File: src/rtl/regfile_scan_reader.sv
// regfile_scan_reader: streams a wrap-around range of register-file entries as (addr, data) pairs
//
// Ports:
//   i_clk          clock
//   i_reset        synchronous, active-high reset
//   i_start_val    scan request valid
//   o_start_rdy    scan request ready (IDLE and not in reset)
//   i_start_first  first register address of the scan
//   i_start_last   last register address of the scan (inclusive)
//   o_rd_addr      address to the register-file read port
//   i_rd_data      combinational data from the register-file read port
//   o_out_val      output entry valid
//   i_out_rdy      output entry ready
//   o_out_addr     register address of the entry
//   o_out_data     register value of the entry
//   o_out_last     entry is the final one of the scan
//   o_busy         scan in progress
module regfile_scan_reader #(
    parameter int DTYPE = 8,
    parameter int NREGS = 4,
    localparam int AW = (NREGS > 1) ? $clog2(NREGS) : 1
) (
    input  logic             i_clk,
    input  logic             i_reset,
    input  logic             i_start_val,
    output logic             o_start_rdy,
    input  logic [AW-1:0]    i_start_first,
    input  logic [AW-1:0]    i_start_last,
    output logic [AW-1:0]    o_rd_addr,
    input  logic [DTYPE-1:0] i_rd_data,
    output logic             o_out_val,
    input  logic             i_out_rdy,
    output logic [AW-1:0]    o_out_addr,
    output logic [DTYPE-1:0] o_out_data,
    output logic             o_out_last,
    output logic             o_busy
);
    typedef enum logic [1:0] {IDLE, SCAN, DRAIN} state_t;

    localparam logic [AW-1:0] MAXA = AW'(NREGS - 1);
    localparam logic [AW:0]   NRW  = (AW + 1)'(NREGS);

    state_t           r_state;
    logic [AW-1:0]    r_cur;
    logic [AW-1:0]    r_last;
    logic             r_out_val;
    logic [AW-1:0]    r_out_addr;
    logic [DTYPE-1:0] r_out_data;
    logic             r_out_last;

    logic          w_deq;
    logic          w_cap;
    logic          w_oor;
    logic [AW-1:0] w_next;

    // One-entry buffer refills in the same cycle it drains, giving 1 entry/cycle.
    assign w_deq  = r_out_val & i_out_rdy;
    assign w_cap  = ~r_out_val | i_out_rdy;
    // Only reachable when NREGS is not a power of two.
    assign w_oor  = ({1'b0, r_cur} >= NRW) || ({1'b0, r_last} >= NRW);
    assign w_next = (r_cur == MAXA) ? '0 : r_cur + 1'b1;

    assign o_start_rdy = (r_state == IDLE) & ~i_reset;
    assign o_rd_addr   = (r_state == SCAN) ? r_cur : '0;
    assign o_busy      = (r_state != IDLE);
    assign o_out_val   = r_out_val;
    assign o_out_addr  = r_out_addr;
    assign o_out_data  = r_out_data;
    assign o_out_last  = r_out_last;

    always_ff @(posedge i_clk) begin
        if (i_reset) begin
            r_state    <= IDLE;
            r_cur      <= '0;
            r_last     <= '0;
            r_out_val  <= 1'b0;
            r_out_addr <= '0;
            r_out_data <= '0;
            r_out_last <= 1'b0;
        end else begin
            case (r_state)
                IDLE: begin
                    if (i_start_val) begin
                        r_cur   <= i_start_first;
                        r_last  <= i_start_last;
                        r_state <= SCAN;
                    end
                end
                SCAN: begin
                    if (w_oor) begin
                        r_state <= IDLE;
                    end else if (w_cap) begin
                        r_out_val  <= 1'b1;
                        r_out_addr <= r_cur;
                        r_out_data <= i_rd_data;
                        r_out_last <= (r_cur == r_last);
                        r_state    <= (r_cur == r_last) ? DRAIN : SCAN;
                        r_cur      <= (r_cur == r_last) ? r_cur : w_next;
                    end
                end
                DRAIN: begin
                    if (w_deq) begin
                        r_out_val <= 1'b0;
                        r_state   <= IDLE;
                    end
                end
                default: r_state <= IDLE;
            endcase
        end
    end
endmodule

File: config.mk
export PLATFORM = sky130hd
export DESIGN_NAME = regfile_scan_reader
export DESIGN_NICKNAME = d
export VERILOG_FILES = /design/src/rtl/regfile_scan_reader.sv
export SDC_FILE = /design/constraint.sdc
export NUM_CORES = 1
export LEC_CHECK = 0
export CORE_MARGIN = 2
export CORE_UTILIZATION = 41
export CTS_CLUSTER_SIZE = 28
export DETAILED_ROUTE_END_ITERATION = 8
export GPL_TIMING_DRIVEN = 1
export PLACE_DENSITY = 0.77
export SLEW_MARGIN = 10
export SYNTH_ARGS = -nofsm -noshare
export SYNTH_HDL_FRONTEND = slang
export SYNTH_SLANG_ARGS = --single-unit
File: constraint.sdc
create_clock -name i_clk -period 1.5 [get_ports i_clk]
set_input_delay 0.225 -clock i_clk [delete_from_list [all_inputs] [get_ports i_clk]]
set_output_delay 0.225 -clock i_clk [all_outputs]
set_load 0.005 [all_outputs]
# [After elaboration in Yosys (flattened, before gate mapping)]
# Index checks and enable logic that the tools add are counted.
[totals] regBits=18 latch_bits=0 mem_bits_rw=0 romBits=0 input_bits=16 output_inout_bits=16 mem_count=0
[op_classes] add_sub_neg=1 n_mul=0 n_div=0 magnitude_cmp=0 n_eq_ne=8 n_shift=0 n_mux=14 n_bitwise=5 reduce_logical=9
[op_table] operator="2-bit two-way mux" n=9
[op_table] operator="2-bit inequality test (second input constant)" n=4
[op_table] operator="2-bit one-hot mux with 3 select lines" n=1
[op_table] operator="3-bit AND reduction" n=2
[op_table] operator="2-bit nonzero test" n=3
[op_table] operator="2-bit equality test (second input constant)" n=2
[op_table] operator="2-bit one-hot mux with 2 select lines" n=1
[op_table] operator="2-bit AND reduction" n=2
[op_table] operator="4-bit AND reduction" n=1
[op_table] operator="2-bit by 1-bit adder with 2-bit output (second input constant)" n=1
[op_table] operator="1-bit AND" n=2
[op_table] operator="2-bit by 1-bit equality test with 1-bit output (second input constant)" n=1
[op_table] operator="2-bit equality test" n=1
[op_table] operator="2-bit logical NOT" n=1
[op_table] operator="1-bit two-way mux" n=2
[op_table] operator="1-bit inverter" n=2
[op_table] operator="1-bit one-hot mux with 2 select lines" n=1
[op_table] operator="1-bit OR" n=1

# [Logic depth before layout (Yosys ltp)]
[logic_depth] ltp_word=5 mapped_depth=6

# [Worst setup path before layout]
# No wires, ideal clock.
[synth_path] kind="reg-to-reg" startpoint="reg r_cur[0]" endpoint="reg r_cur[1]" setup_ns=0.121 t_arrival_ns=1.160 required_time_ns=1.379 slack_ns=0.219 stages_incl_launch_ff=5 path_buffers=0 period_less_slack_ns=1.281 path_cell_list="dfxtp_1 xnor2_1 nand2_1 a21boi_4 mux2_4"
[synth_between] elab_chain_len=5 word_cells_on_any_way=9 classes_between="add/sub (1); eq/ne (3); mux (4); reduce/logical (1)"
[synth_rtl] element="from (decl)" line_no="44" rtl="logic [AW-1:0] r_cur;"
[synth_rtl] element="from (signal assigned)" line_no="84" rtl="r_cur <= i_start_first;"
[synth_rtl] element="from (signal assigned)" line_no="98" rtl="r_cur <= (r_cur == r_last) ? r_cur : w_next;"
[synth_rtl] element="2-bit by 1-bit adder with 2-bit output / 2-bit equality test (equally long branches)" line_no="61" rtl="assign w_next = (r_cur == MAXA) ? '0 : r_cur + 1'b1;"
[synth_rtl] element="2-bit two-way mux" line_no="61"
[synth_rtl] element="2-bit two-way mux" line_no="98"
[synth_rtl] element="2-bit two-way mux" line_no="92" rtl="end else if (w_cap) begin"
[synth_rtl] element="2-bit one-hot mux with 2 select lines" line_no="81" rtl="case (r_state)"
# Parallel ways exist; a longest one is shown, timed or not. The select of a mux whose other input is x is not followed.
# A chain may end at the register's enable or synchronous reset.

# [Worst setup path in the final report]
[layout_path] startpoint="reg r_out_val (netlist: o_out_val)" endpoint="out o_out_val"
[layout_lines] element="from (decl)" line_no="46" rtl="logic r_out_val;"
[layout_lines] element="from (signal assigned)" line_no="76" rtl="r_out_val <= 1'b0;"
[layout_lines] element="from (signal assigned)" line_no="93" rtl="r_out_val <= 1'b1;"
[layout_lines] element="from (signal assigned)" line_no="103" rtl="r_out_val <= 1'b0;"
[layout_lines] element="to (decl)" line_no="31" rtl="output logic o_out_val,"
# No word-level cell between the ends.

==> run_results.csv <==
group,metric,value,unit
run_status,run_status,"completed",
timing,hold_violations,0,
route,top_layer,"met3",
critical_path,cpMaxStageDelayCell,"clkdlybuf4s50_1",
clocking,cts.clk_slew.worst_paths,0.10,ns
place,post-place-cells,155,
logic_synthesis,syn_nets,113,
global_routing,grtUsageTotal,16.9,%
hold_path,hp-class,"flop to flop",
logic_synthesis,synth_edf_count,0,
critical_path,setup.worst_path.class,"flop to primary output",
timing,min_period,1.44,ns
critical_path,worstPathMaxFanout,5,
layout,drive_gt1_share,18.5,%
die,start_util,44.4,%
critical_path,worstSetupEndpointType,"primary output",
logic_synthesis,yosysWarningCount,0,
timing,relSlewSlack,82.1,%
logic_synthesis,synth_cells,96,
logic_synthesis,synth.area.top_cells,"dfxtp_1 (46%), nand2_1 (14%), a21oi_1 (10%)",
logic_synthesis,ys_seq_elements,18,
global_routing,grt_pass1_vias,700,
logic_synthesis,synth_top_area_share,46.0,%
timing,slew_viol_final,0,
global_routing,antenna_found_initial,0,
critical_path,start_kind,"flop",
clocking,clock_sinks,18,
layout,fin_util,69.6,%
layout,nets,153,
route,met2_length,967,µm
layout,fill_cells,158,
route,drc_errors,0,
timing,skew,0.00371,ns
die,die-area,2280,µm²
logic_synthesis,synth_cell_types,25,
route,detail-route-antenna-nets,0,
clocking,cts_buffers,3,
die,die_width,47.7,µm
critical_path,crit_family,"buffers and inverters",
layout,antenna_cells,0,
logic_synthesis,yosysTopAreaCell,"dfxtp_1",
logic_synthesis,synthesis.area,783,µm²
critical_path,slowest_delay,0.53,ns
logic_synthesis,synthFlopType,"dfxtp_1",
place,dp_hpwl,1350,µm
clocking,clkLatencyLatePin,0.28,ns
timing,finalCritPeriodShare,95.9,%
route,dr.pass1.iters,2,
critical_path,path_cells,"clkdlybuf4s50_1",
logic_synthesis,syn_area_per_cell,8.16,µm²
clocking,cts_tree,"built",
timing,hold_ws,0.457,ns
layout,instances_no_fill,160,
route,wl_per_cell,11.2,µm
timing,fmax,695,MHz
clocking,clk_path_buf_depth,2,
place,portBuffers,31,
critical_path,cp.required,1.27,ns
timing,finalSetupViolations,0,
route,dr_wl_met3,105,µm
power_and_ir_drop,ir_drop,0.000551,V
die,core-area,1760,µm²
flow_run,drv_cap,0,
critical_path,rrSetupSlack,0.10,ns
power_and_ir_drop,p_total,1.28,mW
power_and_ir_drop,power_density,1040,nW/µm²
clocking,cts_root_buf,"clkbuf_4",
global_routing,grt_pass1_wl,2730,µm
power_and_ir_drop,leakage,0.501,nW
route,initialDrtViolationCount,8,
die,io_pins,32,
critical_path,critPathBufInv,1,
global_routing,overflow,0,
die,rows,15,
global_routing,grt_start_max_net_pins,20,
critical_path,cp.arrival,1.21,ns
route,vias_per_cell,4.67,
clocking,cts_max_level,1,
route,met1_length,714,µm
timing,tightestPinTransition,0.267,ns
clocking,hold_buffers,0,
route,num_vias,747,
logic_synthesis,async_flop_share,0,%
layout,syn_to_final_growth,56.9,%
route,drt_wl_total,1790,µm
die,die-height,47.7,µm
place,routabilityCongestion,0.783,
logic_synthesis,seq_area_frac_synth,46.0,%
timing,grt_setup_unrepaired,"false",
-- Yosys cell counts, drive strengths merged (2+ instances only) --
cell,n
nand2,30
dfxtp,18
a21oi,16
buf,4
nand3,4
and2,3
nor2,3
nor2b,3
inv,2
mux2i,2
xnor2,2
-- flip-flops by register name, summed over array words and instances, names as in the netlist --
signal	flops
o_out_addr	2
o_out_data	8
o_out_last	1
o_out_val	1
r_cur	2
r_last	2
r_state	2
-- power by group --
part | switching (mW) | leakage [nW] | total, mW | internal (mW)
registers | 0.0431 | 0.148 | 0.574 | 0.531
clock network | 0.137 | 0.0210 | 0.285 | 0.148
logic | 0.173 | 0.332 | 0.424 | 0.250
-- metrics by stage --
stage / TNS, ns / instance area, µm² / setup slack, ns
2_1_floorplan: 0 / 783 / 0.219
3_3_place_gp: -0.0756 / 1170 / -0.0464
3_5_place_dp: -0.127 / 1170 / -0.0761
4_1_cts: 0 / 1220 / 0.000896
5_1_grt: 0 / 1230 / 0.0154
6_report: 0 / 1230 / 0.0612
-- metal layers --
layer	vias up	track usage, %
met4	0	3.24
met1	332	18.6
met2	24	33.1
met3	0	3.40
li1	391	-
met5	-	0
-- cell families (layout without fill, tap and decap cells) --
group                      after synthesis  count (layout)  share of synthesized area (%)
buffers and inverters                    7              46                           4.95
adders and majority gates                1               1                           1.60
xor gates and xnor gates                 2               2                           2.24
DFF                                     18              18                           46.0
muxes                                    3               3                           4.47
AOI/OAI and AO/OA                       19              19                           14.2
and+or+nand+nor                         46              46                           26.5
-- repair_timing --
action / in CTS / in global routing
endpoints found under the setup margin: 4 / 4
setup buffers: 1 / 0
resized for setup: 9 / 8
-- cell usage in the layout, fill, tap and decap left out, drive strengths merged --
cell           count
buf                9
mux2i              2
nand3b             1
a21oi             16
inv                2
a21boi             1
nand2             30
nand2b             1
and2               3
nand3              4
dlymetal6s2s       1
dlygate4sd2        1
nor2               3
clkdlybuf4s50     27
clkbuf             6
o211ai             1
o21ai              1
nor2b              3
ha                 1
dfxtp             18
xnor2              2
mux2               1
nor3               1
-- layout make-up --
cell class	instances	area (µm²)	share of cell area, %
well taps	25	31.3	2.55
clock buffers	4	36.3	2.95
repair buffers	40	385	31.4
flip-flops and latches	18	368	29.9
inverters	2	7.51	0.611
multi-input cells	71	400	32.6
-- worst paths after layout --
kind / startpoint / end / depth (start not counted)
worst max-delay path: o_out_val / o_out_val / 1
worst min-delay path: o_out_data[4] / o_out_data[4] / 2
worst max register to register: r_cur[0] / r_cur[1] / 4
worst min register to register: o_out_data[4] / o_out_data[4] / 2
Power figures use the tool's default switching activity.
